### src/rtl/mem_bus_arbiter.sv
// Two-requester arbiter for a single-port memory: the CPU path and the program loader.
// Round-robin on ties, loader lock, fixed access latency, one-cycle ACK and registered read data.
module mem_bus_arbiter #(
  parameter int AW      = 4,
  parameter int DW      = 8,
  parameter int MEM_LAT = 2
) (
  input  logic          CLK,
  input  logic          RESET_N,
  input  logic          CPU_REQ,
  input  logic          CPU_WE,
  input  logic [AW-1:0] CPU_ADDR,
  input  logic [DW-1:0] CPU_WDATA,
  output logic          CPU_ACK,
  output logic [DW-1:0] CPU_RDATA,
  input  logic          LDR_REQ,
  input  logic          LDR_WE,
  input  logic [AW-1:0] LDR_ADDR,
  input  logic [DW-1:0] LDR_WDATA,
  input  logic          LDR_LOCK,
  output logic          LDR_ACK,
  output logic [DW-1:0] LDR_RDATA,
  output logic          MEM_EN,
  output logic          RORW,
  output logic [AW-1:0] MEM_ADDR,
  output logic [DW-1:0] MEM_WDATA,
  input  logic [DW-1:0] MEM_RDATA,
  output logic          BUSY,
  output logic          OWNER
);

  typedef enum logic [1:0] {
    ST_IDLE   = 2'd0,
    ST_ACCESS = 2'd1,
    ST_RESP   = 2'd2
  } state_e;

  localparam logic [3:0] CNT_INIT = 4'(MEM_LAT - 1);

  state_e          state_q, state_d;
  logic [3:0]      cnt_q, cnt_d;
  logic            last_owner_q, last_owner_d;
  logic            owner_q, owner_d;
  logic            mem_en_q, mem_en_d;
  logic            rorw_q, rorw_d;
  logic [AW-1:0]   mem_addr_q, mem_addr_d;
  logic [DW-1:0]   mem_wdata_q, mem_wdata_d;
  logic            busy_q, busy_d;
  logic            cpu_ack_q, cpu_ack_d;
  logic            ldr_ack_q, ldr_ack_d;
  logic [DW-1:0]   cpu_rdata_q, cpu_rdata_d;
  logic [DW-1:0]   ldr_rdata_q, ldr_rdata_d;
  logic            cpu_v_s;
  logic            grant_ldr_s;

  // Request qualification and winner selection (lock masks the CPU, ties go to the non-last owner)
  always_comb begin
    cpu_v_s = CPU_REQ & ~LDR_LOCK;
    if (cpu_v_s && LDR_REQ) begin
      grant_ldr_s = ~last_owner_q;
    end else if (LDR_REQ) begin
      grant_ldr_s = 1'b1;
    end else begin
      grant_ldr_s = 1'b0;
    end
  end

  // Next-state and next-output logic
  always_comb begin
    state_d      = state_q;
    cnt_d        = cnt_q;
    last_owner_d = last_owner_q;
    owner_d      = owner_q;
    mem_en_d     = mem_en_q;
    rorw_d       = rorw_q;
    mem_addr_d   = mem_addr_q;
    mem_wdata_d  = mem_wdata_q;
    busy_d       = busy_q;
    cpu_ack_d    = 1'b0;
    ldr_ack_d    = 1'b0;
    cpu_rdata_d  = cpu_rdata_q;
    ldr_rdata_d  = ldr_rdata_q;

    case (state_q)
      ST_IDLE: begin
        if (cpu_v_s || LDR_REQ) begin
          owner_d  = grant_ldr_s;
          mem_en_d = 1'b1;
          busy_d   = 1'b1;
          cnt_d    = CNT_INIT;
          state_d  = ST_ACCESS;
          if (grant_ldr_s) begin
            rorw_d      = LDR_WE;
            mem_addr_d  = LDR_ADDR;
            mem_wdata_d = LDR_WDATA;
          end else begin
            rorw_d      = CPU_WE;
            mem_addr_d  = CPU_ADDR;
            mem_wdata_d = CPU_WDATA;
          end
        end else begin
          mem_en_d = 1'b0;
          busy_d   = 1'b0;
        end
      end

      ST_ACCESS: begin
        if (cnt_q == 4'd0) begin
          // Read data is only valid on the last access cycle, so capture it here
          if (!rorw_q) begin
            if (owner_q) begin
              ldr_rdata_d = MEM_RDATA;
            end else begin
              cpu_rdata_d = MEM_RDATA;
            end
          end else begin
            cpu_rdata_d = cpu_rdata_q;
          end
          if (owner_q) begin
            ldr_ack_d = 1'b1;
          end else begin
            cpu_ack_d = 1'b1;
          end
          mem_en_d = 1'b0;
          state_d  = ST_RESP;
        end else begin
          cnt_d = cnt_q - 4'd1;
        end
      end

      ST_RESP: begin
        last_owner_d = owner_q;
        busy_d       = 1'b0;
        state_d      = ST_IDLE;
      end

      default: begin
        mem_en_d = 1'b0;
        busy_d   = 1'b0;
        state_d  = ST_IDLE;
      end
    endcase
  end

  // State and output registers; last_owner resets to the loader so the CPU wins the first tie
  always_ff @(posedge CLK or negedge RESET_N) begin
    if (!RESET_N) begin
      state_q      <= ST_IDLE;
      cnt_q        <= 4'd0;
      last_owner_q <= 1'b1;
      owner_q      <= 1'b0;
      mem_en_q     <= 1'b0;
      rorw_q       <= 1'b0;
      mem_addr_q   <= '0;
      mem_wdata_q  <= '0;
      busy_q       <= 1'b0;
      cpu_ack_q    <= 1'b0;
      ldr_ack_q    <= 1'b0;
      cpu_rdata_q  <= '0;
      ldr_rdata_q  <= '0;
    end else begin
      state_q      <= state_d;
      cnt_q        <= cnt_d;
      last_owner_q <= last_owner_d;
      owner_q      <= owner_d;
      mem_en_q     <= mem_en_d;
      rorw_q       <= rorw_d;
      mem_addr_q   <= mem_addr_d;
      mem_wdata_q  <= mem_wdata_d;
      busy_q       <= busy_d;
      cpu_ack_q    <= cpu_ack_d;
      ldr_ack_q    <= ldr_ack_d;
      cpu_rdata_q  <= cpu_rdata_d;
      ldr_rdata_q  <= ldr_rdata_d;
    end
  end

  assign CPU_ACK   = cpu_ack_q;
  assign LDR_ACK   = ldr_ack_q;
  assign CPU_RDATA = cpu_rdata_q;
  assign LDR_RDATA = ldr_rdata_q;
  assign MEM_EN    = mem_en_q;
  assign RORW      = rorw_q;
  assign MEM_ADDR  = mem_addr_q;
  assign MEM_WDATA = mem_wdata_q;
  assign BUSY      = busy_q;
  assign OWNER     = owner_q;

endmodule

### config.mk
export PLATFORM = sky130hd
export DESIGN_NAME = mem_bus_arbiter
export DESIGN_NICKNAME = d
export VERILOG_FILES = /design/src/rtl/mem_bus_arbiter.sv
export SDC_FILE = /design/constraint.sdc
export NUM_CORES = 1
export LEC_CHECK = 0
export BUFFER_PORTS_ARGS = -buffer_cell sky130_fd_sc_hd__buf_2
export CAP_MARGIN = 30
export CORE_MARGIN = 5
export CORE_UTILIZATION = 47
export CTS_CLUSTER_DIAMETER = 120
export DETAILED_ROUTE_END_ITERATION = 12
export PLACE_DENSITY = 0.9
export RECOVER_POWER = 100
export SETUP_SLACK_MARGIN = 0.05
export SYNTH_ARGS = -nofsm -noshare
export SYNTH_HDL_FRONTEND = slang
export SYNTH_SLANG_ARGS = --single-unit
### constraint.sdc
create_clock -name CLK -period 1.9 [get_ports CLK]
set_input_delay 0.095 -clock CLK [delete_from_list [all_inputs] [get_ports CLK]]
set_output_delay 0.095 -clock CLK [all_outputs]
set_load 0.01 [all_outputs]
======== Yosys cells after proc, flatten, opt, wreduce, memory -nomap -nowiden ========
Index checks and enable logic that the tools add are counted.
storage, ports and cells
  register bits ........................... 41
  bits of input ports ..................... 39
  output and inout bits ................... 34
  word-level logic and storage cells ...... 57
operators by class
  add/subtract/negate cells ............... 1
  equality and inequality tests ........... 5
  muxes and demuxes ....................... 21
  bitwise logic cells ..................... 6
  reduce and logical (&&, ||, !) cells .... 11
operator list
  cell                                                                 count
  4-bit 2-to-1 mux                                                     3
  1-bit 2-to-1 mux                                                     11
  8-bit 2-to-1 mux                                                     1
  4-bit case mux with 2 select lines                                   1
  4-bit AND reduction                                                  2
  2-bit inequality test (second input constant)                        3
  2-bit AND reduction                                                  3
  1-bit NOT                                                            5
  4-bit zero test                                                      1
  2-bit 2-to-1 mux                                                     2
  2-bit case mux with 2 select lines                                   1
  4-bit by 1-bit subtractor with 4-bit output (second input constant)  1
  1-bit case mux with 3 select lines                                   1
  3-bit AND reduction                                                  1
  2-bit by 1-bit == test with 1-bit output (second input constant)     1
  2-bit == test (second input constant)                                1
  2-bit zero test                                                      1
  1-bit case mux with 2 select lines                                   1
  2-bit nonzero test                                                   1
  1-bit bitwise AND                                                    1
  1-bit logical AND                                                    1
  1-bit logical OR                                                     1

======== Longest topological paths before layout ========
Gate-level depths: netlist of the first run.
  depth after elaboration ................. 5
  mapped depth ............................ 6
  depth with buffers taken out ............ 6

======== Worst setup path after synthesis of the first run ========
No wires, ideal clock.
  path kind ............................... reg2reg
  from .................................... register cnt_q[0]
  to ...................................... register cpu_rdata_q[0] (netlist: CPU_RDATA[0])
  arrival time ............................ 1.451 ns
  required time ........................... 1.775 ns
  setup slack ............................. 0.323 ns
  stages on the path, launching flop included .. 7
  clock period less this slack ............ 1.577 ns
  path through ............................ dfrtp_1 inv_1 ha_1 nand3_2 or3_1 buf_6 mux2_4
on the way
  cells in the longest elaborated chain, start to end .. 2
RTL lines
  what                           line  source
  from (decl)                    41    logic [3:0] cnt_q, cnt_d;
  from (signal assigned)         163   cnt_q <= cnt_d;
  4-bit zero test                108   if (cnt_q == 4'd0) begin
  4-bit AND reduction (no line)  -
  to (signal assigned)           173   cpu_rdata_q <= cpu_rdata_d;
  to (decl)                      51    logic [DW-1:0] cpu_rdata_q, cpu_rdata_d;
Every way passes these cells.
A chain may end at the register's enable or synchronous reset.

======== Final worst setup path of the first run ========
  from .................................... register cnt_q[0]
  to ...................................... register cpu_rdata_q[1] (netlist: CPU_RDATA[1])
The elaborated chain is that of the path after synthesis.

==> results of run 1 <==
## registers in the layout (all words and copies together), names as in the netlist, 2 cells and up
register / flops
cnt_q: 4
CPU_RDATA: 8
MEM_WDATA: 8
LDR_RDATA: 8
state_q: 2
MEM_ADDR: 4
## through the flow
step	cell area (sq um)	std cells	setup WS (ps)	util (%)
after global placement	2180	273	193	60.0
after global routing	2220	282	93.1	61.2
final	2220	282	218	61.2
after detailed placement	2180	273	86.4	60.0
after CTS	2310	282	72.9	63.5
after floorplan	1760	154	323	-
## worst max path at each step
stage,cells after the start,endpoint
floorplan,6,CPU_RDATA[0]
global placement,5,CPU_RDATA[0]
detailed placement,5,CPU_RDATA[1]
CTS,5,CPU_RDATA[1]
global route,4,cnt_q[2]
finish,5,CPU_RDATA[1]
## cells in the mapped netlist, types with 2 or more instances
library cell / number / area share [%]
dfrtp_1: 40 / 57
a21oi_1: 28 / 8.0
nand2_1: 21 / 4.5
nor2_1: 17 / 3.6
mux2_2: 10 / 6.4
mux2_4: 8 / 6.8
clkbuf_1: 3 / 0.64
inv_1: 3 / 0.64
ha_1: 2 / 1.4
mux2i_1: 2 / 1.1
nor3_1: 2 / 0.57
## worst register-to-register path, stage by stage, from the launching register on
cell and delay (ps):
dfrtp_1 410, inv_1 100, ha_1 180, nand3_1 110, or3_4 420, mux2_1 350
## area by class of cell
class / instances / area, sq um
clock inverters: 1 / 30.0
multi-input cells: 105 / 661
fillers: 334 / 1410
well taps: 48 / 60.1
repair buffers: 77 / 347
inverters: 3 / 11.3
flip-flops and latches: 41 / 1030
clock buffers: 7 / 86.3
## power by group through the flow
stage,Clock (mW),Sequential [mW],Combinational [mW]
finish,0.710,1.58,1.42
floorplan,0,1.72,0.820
global route,0.759,1.63,1.58
detailed placement,0,1.58,1.63
CTS,0.728,1.57,1.63
global placement,0,1.56,1.57
## per-layer routing
metal | track usage (%) | vias to the layer above | wire [um]
met5 | 0 | - | 0
met4 | 5.64 | 0 | 39
met1 | 20.0 | 663 | 1720
li1 | - | 677 | -
met3 | 4.69 | 5 | 336
met2 | 28.0 | 49 | 2000
## kinds of logic (layout without fill, tap and decap cells)
| kind of cell | after synthesis | after routing | share of synthesized area, % |
|---|---|---|---|
| DFF | 41 | 41 | 58.5 |
| and+or+nand+nor | 51 | 51 | 13.8 |
| buffers and inverters | 8 | 88 | 2.21 |
| muxes | 20 | 20 | 14.4 |
| AOI/OAI and AO/OA | 32 | 32 | 9.69 |
| adders and majority gates | 2 | 2 | 1.42 |
## repair_timing
item,4_1_cts,5_1_grt
hold buffers,1,0
resized for setup,0,1
endpoints found under the hold margin,24,0
endpoints found under the setup margin,0,8
==> flow_summary.ini, run 1 <==
[pwr]
peakVddDrop_mv = 0.755
power.share.sequential_pct = 42.6
p_leak_nw = 1.06
finalPower_mw = 3.70
clkPwrFrac_pct = 19.2
switching_share_pct = 36.6
p_per_area_mw_per_mm2 = 1670
p_int_mw = 2.35
p_comb_share_pct = 38.3
p_sw_mw = 1.35

[synthesis]
synth_edf_count = 0
ys_warn_count = 0
yosysSeqAreaShare_pct = 58.5
syn-num-nets = 195
synth.avg_cell_area_sq_um = 11.4
ys_seq_elements = 41
synth_cell_type_count = 29
async_flop_share_pct = 100
syn_inst = 154
synth-main-ff-cell = dfrtp_1
netlist_area_sq_mm = 0.00176

[floorplan]
core_area_sq_mm = 0.00363
rows = 22
start_util_pct = 48.3
die_area_sq_mm = 0.00506
die_y_um = 71.1
die_w_um = 71.1
io_pins = 73

[global_route]
grt_pass1_vias = 1481
grt_use_total_pct = 16.5
antenna_found_initial = 0
gr-total-overflow = 0
grt_pass1_wl_um = 6630
grt_max_degree = 28

[critical_path]
worstSetupStartpoint = cnt_q[0]
crit_chain = inv_1, ha_1, nand3_1, or3_4, mux2_1
critical_path_arrival_ps = 1850
cp-start-kind = flip-flop
critPathBufInv = 1
r2r_slack_ps = 220
end_kind = flip-flop
crit_family = simple AND/OR/NAND/NOR gates
cp.required_ps = 2070
crit_path_max_fanout = 8
worstReg2RegEnd = CPU_RDATA[1]
crit_slowest_cell = or3_4
cpPeakStageDelay_ps = 420
reg2reg_depth = 5
path_class = flip-flop to flip-flop
r2r-start = cnt_q[0]

[clocking]
cts-root-buf = clkbuf_8
cts_buffer_depth = 2
htree_levels = 2
clk_pin_slew_worst_paths_ps = 70
cts-buffers-inserted = 5
cts_tree = built
numClockSinks = 41
cts_setup_buffers = 0
insertion_delay_ps = 290

[run_status]
status = completed

[drt]
drtAntennaViolNets = 0
totalWireLength_um = 4100
via_per_inst = 4.94
detail_route.wl_per_cell_um = 14.5
remaining_drc_errors = 0
dr.pass1.iters = 4
vias = 1394
drt_iter0_drc = 57

[min_path]
hold_start = CPU_WDATA[7]
hold_class = input pin to flip-flop
whs_endpoint = MEM_WDATA[7]
min_path_cells = 3

[timing]
setup-violations-final = 0
post-route-period-util_pct = 88.5
rsz0062_at_grt = false
fin_setup_tns_ps = 0
relSlewSlack_pct = 12.5
report.final.hold_viol_count = 0
clock_skew_ps = 2.03
finalHoldWorstSlack_ps = 31.6
slew_viol_final = 0
layout_min_cycle_time_ps = 1680
fmax_mhz = 594
worst_pin_slew_ps = 1300

[layout]
layout_common_cells = 40 x dfrtp_1, 38 x clkbuf_1, 37 x buf_2
final_common_cell = dfrtp_1
diodes = 0
area_delta_synth_final_pct = 26.5
nets = 274
layout-drive-gt1-share_pct = 26.9

[job]
cap_violations = 0

[placed_design]
dp_hpwl_um = 3120
io_buffers = 72
gp_congestion = 0.736
No activity file was read; power rests on OpenSTA's default activity.
==> run 2, diff against run 1 <==
Settings changed: CORE_MARGIN 5 to 2.
==> run 2 against run 1 <==
Net effect:
- clock power shrank 25%
- die area is 16% lower
- fmax rose by 1.7%
- clock-buffer cell count down 1
- worst hold slack hardly changed
- highest routed layer unchanged
==> flow_summary.ini, run 2 (synthesis gave the netlist of run 1 again) <==
[critical_path]
crit_path_max_fanout = 8
cp.required_ps = 2070
path_class = flip-flop to flip-flop
cp-start-kind = flip-flop
critical_path_arrival_ps = 1820
crit_cells = 5
end_kind = flip-flop
crit_chain = inv_1, ha_1, nand3_1, or3_4, mux2_1
critPathBufInv = 1
crit_family = simple AND/OR/NAND/NOR gates
reg2reg_depth = 5
cpPeakStageDelay_ps = 420
crit_slowest_cell = or3_4

[timing]
slew_viol_final = 0
fin_ws_ps = 245
finalHoldWorstSlack_ps = 31.6
report.final.hold_viol_count = 0
relSlewSlack_pct = 15.6
fmax_mhz = 604
layout_min_cycle_time_ps = 1650
clock_skew_ps = 5.86
post-route-period-util_pct = 87.1
setup-violations-final = 0
rsz0062_at_grt = false
fin_setup_tns_ps = 0
worst_pin_slew_ps = 1260

[clocking]
htree_levels = 2
cts-root-buf = clkbuf_8
cts-buffers-inserted = 5
cts_buffer_depth = 2
cts_tree = built
clk_pin_slew_worst_paths_ps = 70
insertion_delay_ps = 290
numClockSinks = 41

[pwr]
p_leak_nw = 1.04
p_per_area_mw_per_mm2 = 1610
peakVddDrop_mv = 0.660
finalPower_mw = 3.51

[drt]
maxUsedRoutingLayer = met4
dr.pass1.iters = 4
drt_iter0_drc = 59
drt-met1-wl_um = 1640
via_per_inst = 4.94
wl_met3_um = 291
totalWireLength_um = 3840
drtAntennaViolNets = 0
vias = 1393
wl_met2_um = 1900
detail_route.wl_per_cell_um = 13.6
remaining_drc_errors = 0

[layout]
diodes = 0
fill_cells = 349
layout-drive-gt1-share_pct = 26.9
area_delta_synth_final_pct = 24.6
layout_common_cells = 40 x dfrtp_1, 38 x clkbuf_1, 37 x buf_2
nets = 274
fin_util_pct = 60.2
finalInstanceArea_sq_mm = 0.00219
multi_input_area_sq_um = 661
layout.cells.non_filler = 282
final_common_cell = dfrtp_1
register_area_sq_mm = 0.00103

[run_status]
status = completed

[floorplan]
start_util_pct = 48.3
die_y_um = 65.1
die_area_sq_mm = 0.00424
die_w_um = 65.1
rows = 22
io_pins = 73
core_area_sq_mm = 0.00363

[global_route]
grt_pass1_vias = 1466
antenna_found_initial = 0
grt_max_degree = 19
gr-total-overflow = 0
grt_pass1_wl_um = 6670
grt_use_total_pct = 20.7

[job]
cap_violations = 0

[min_path]
min_path_cells = 3
hold_class = input pin to flip-flop

[placed_design]
place_area_sq_mm = 0.00218
place_ws_ps = 97.2
dp.cells = 273
gp_congestion = 0.812
dp_hpwl_um = 2940
io_buffers = 72
## run 2: changes by cell type in the layout (fill, tap and decap cells not counted), sizes merged
cell    change
bufinv      -1
clkbuf      -1
clkinv      +2
## run 2: final cells by class
class / instances / area share [%]
inverter: 3 / 0.515
tap: 48 / 2.74
sequential: 41 / 46.9
clock inverter: 2 / 0.457
clock buffer: 6 / 3.32
timing repair buffer: 77 / 15.8
multi-input combinational: 105 / 30.2
## run 2: routing by layer
layer / vias up / track usage, %
met5: - / 0
met4: 0 / 4.95
met3: 2 / 6.34
met2: 55 / 34.9
met1: 661 / 26.1
li1: 675 / -
## run 2: report_power, final
group	switching, mW	leakage, nW	internal, mW
Combinational	0.800	0.518	0.613
Sequential	0.258	0.480	1.31
Clock	0.279	0.0450	0.254
Total	1.34	1.04	2.18
## run 2: worst min-delay path, cell delays in order
cell and delay (ps):
buf_2 90, nand2_1 40, a21oi_1 50
## run 2: final timing paths
kind                              from           end  slack, ps
max reg2reg                   cnt_q[0]  CPU_RDATA[5]        250
max in group asynchronous      RESET_N  MEM_WDATA[6]        470
min reg2reg                   cnt_q[3]      cnt_q[3]        480
min in group asynchronous      RESET_N  LDR_RDATA[0]        430
max                           cnt_q[0]  CPU_RDATA[5]        250
min                        CPU_ADDR[3]   MEM_ADDR[3]         30
## run 2: what timing repair did
item	CTS	global route
hold endpoints to repair	15	0
setup endpoints to repair	0	8
hold buffers	1	0
resized for setup	0	1
setup buffers	0	0
==> run 3, diff against run 2 <==
Settings changed: CORE_ASPECT_RATIO from default to 1.2, HOLD_SLACK_MARGIN from default to 0.08.
==> run 3 against run 2 <==
Net effect:
- worst hold slack improved by 63 ps
- largest cell class unchanged
- setup slack got worse by 2.4 ps
- critical path depth did not move
- global-route usage rose by 1.2 points
- sequential cell count did not move
- core utilization rose by 7.4 points
==> flow_summary.ini, run 3 (synthesis gave the netlist of run 1 again) <==
[run_status]
status = completed

[pwr]
p_per_area_mw_per_mm2 = 1590
peakVddDrop_mv = 0.734
p_leak_nw = 1.15

[clocking]
cts_tree = built
cts_buffer_depth = 2
clk_pin_slew_worst_paths_ps = 80
cts-buffers-inserted = 5
htree_levels = 2
cts-root-buf = clkbuf_8
cts_setup_buffers = 0
insertion_delay_ps = 290
numClockSinks = 41

[timing]
slew_viol_final = 0
fin_setup_tns_ps = 0
rsz0062_at_grt = false
fmax_mhz = 603
layout_min_cycle_time_ps = 1660
fin_ws_ps = 243
relSlewSlack_pct = 35.0
clock_skew_ps = 3.39
post-route-period-util_pct = 87.2
report.final.hold_viol_count = 0
worst_pin_slew_ps = 975
finalHoldWorstSlack_ps = 94.2
setup-violations-final = 0

[layout]
area_delta_synth_final_pct = 38.8
final_common_cell = dfrtp_1
diodes = 0
layout.cells.non_filler = 292
nets = 293
register_area_sq_mm = 0.00103
multi_input_area_sq_um = 664
layout_common_cells = 40 x dfrtp_1, 37 x buf_2, 35 x clkbuf_1
fill_cells = 285
layout-drive-gt1-share_pct = 25.3
fin_util_pct = 67.7

[critical_path]
r2r-start = cnt_q[0]
crit_family = simple AND/OR/NAND/NOR gates
critical_path_arrival_ps = 1830
crit_chain = inv_1, ha_1, nand3_1, or3_4, mux2_1
r2r_slack_ps = 240
crit_path_max_fanout = 8
end_kind = flip-flop
cp-start-kind = flip-flop
cp.required_ps = 2070
path_class = flip-flop to flip-flop
crit_slowest_cell = dfrtp_1
crit_cells = 5
critPathBufInv = 1
worstSetupStartpoint = cnt_q[0]
cpPeakStageDelay_ps = 410
reg2reg_depth = 5
cp-endpoint = CPU_RDATA[3]
worstReg2RegEnd = CPU_RDATA[3]

[global_route]
grt_pass1_vias = 1594
grt_max_degree = 42
antenna_found_initial = 0
gr-total-overflow = 0
grt_pass1_wl_um = 7000
grt_use_total_pct = 21.9

[placed_design]
io_buffers = 72
dp_hpwl_um = 2880
place_ws_ps = 117
gp_congestion = 0.806
dp.cells = 262

[floorplan]
io_pins = 73
start_util_pct = 48.8
die_y_um = 71.0
core_area_sq_mm = 0.00360
die_w_um = 59.8
die_area_sq_mm = 0.00424
rows = 24

[drt]
via_per_inst = 5.11
drtAntennaViolNets = 0
drt_iter0_drc = 59
totalWireLength_um = 4340
dr.pass1.iters = 4
detail_route.wl_per_cell_um = 14.9
vias = 1493
remaining_drc_errors = 0

[job]
cap_violations = 0

[min_path]
hold_start = LDR_WDATA[0]
hold_class = input pin to flip-flop
-- run 3: changes by cell type in the layout (fill, tap and decap cells not counted) --
| cell | delta |
|---|---|
| dfstp_1 | +1 |
| bufinv_16 | +2 |
| o21ai_2 | +1 |
| clkinv_2 | -2 |
| dfstp_2 | -1 |
| dlygate4sd3_1 | +21 |
| clkbuf_1 | -3 |
| inv_6 | +1 |
| o21ai_1 | -1 |
-- run 3: routing by layer --
metal	vias up	wire, um	GRT usage [%]
met4	0	50	7.90
met3	4	200	4.75
met1	711	1770	24.5
met5	-	0	0
met2	64	2320	39.4
li1	714	-	-
-- run 3: power breakdown --
group	switching, mW	total, mW	internal (mW)
clock	0.305	0.834	0.529
combinational	0.831	1.47	0.639
sequential	0.279	1.58	1.30
-- run 3: final cells by class --
| cell class | instances | share of cell area (%) |
|---|---|---|
| Sequential cell | 41 | 42.1 |
| Multi-Input combinational cell | 105 | 27.2 |
| Timing Repair Buffer | 96 | 22.5 |
| Clock buffer | 5 | 2.82 |
| Clock inverter | 3 | 2.82 |
| Tap cell | 39 | 2.00 |
| Inverter | 3 | 0.462 |
-- run 3: metrics by stage --
step,total power [mW],cell area [sq um]
after floorplan,2.54,1760
after global placement,3.10,2150
after detailed placement,3.19,2150
after CTS,4.07,2510
after global routing,4.14,2440
final,3.89,2440
-- run 3: worst reg2reg max path: cells and delay by family, from the launching register on --
family,cells,cell delay [ps]
muxes,1,350
DFF,1,410
buffers and inverters,1,100
and+or+nand+nor,2,510
adders and majority gates,1,170
-- run 3: worst min path at each step --
stage | end | slack, ps | cells past startpoint
final | MEM_WDATA[0] | 90 | 3
after global routing | MEM_ADDR[0] | 100 | 3
after CTS | MEM_WDATA[0] | 90 | 3
after detailed placement | MEM_EN | 260 | 1
after global placement | MEM_EN | 260 | 1
after floorplan | BUSY | -200 | 0
-- run 3: timing repair --
action | in CTS | in global routing
hold buffers | 22 | 0
endpoints found under the hold margin | 68 | 0
resized for setup | 0 | 1
endpoints found under the setup margin | 0 | 5
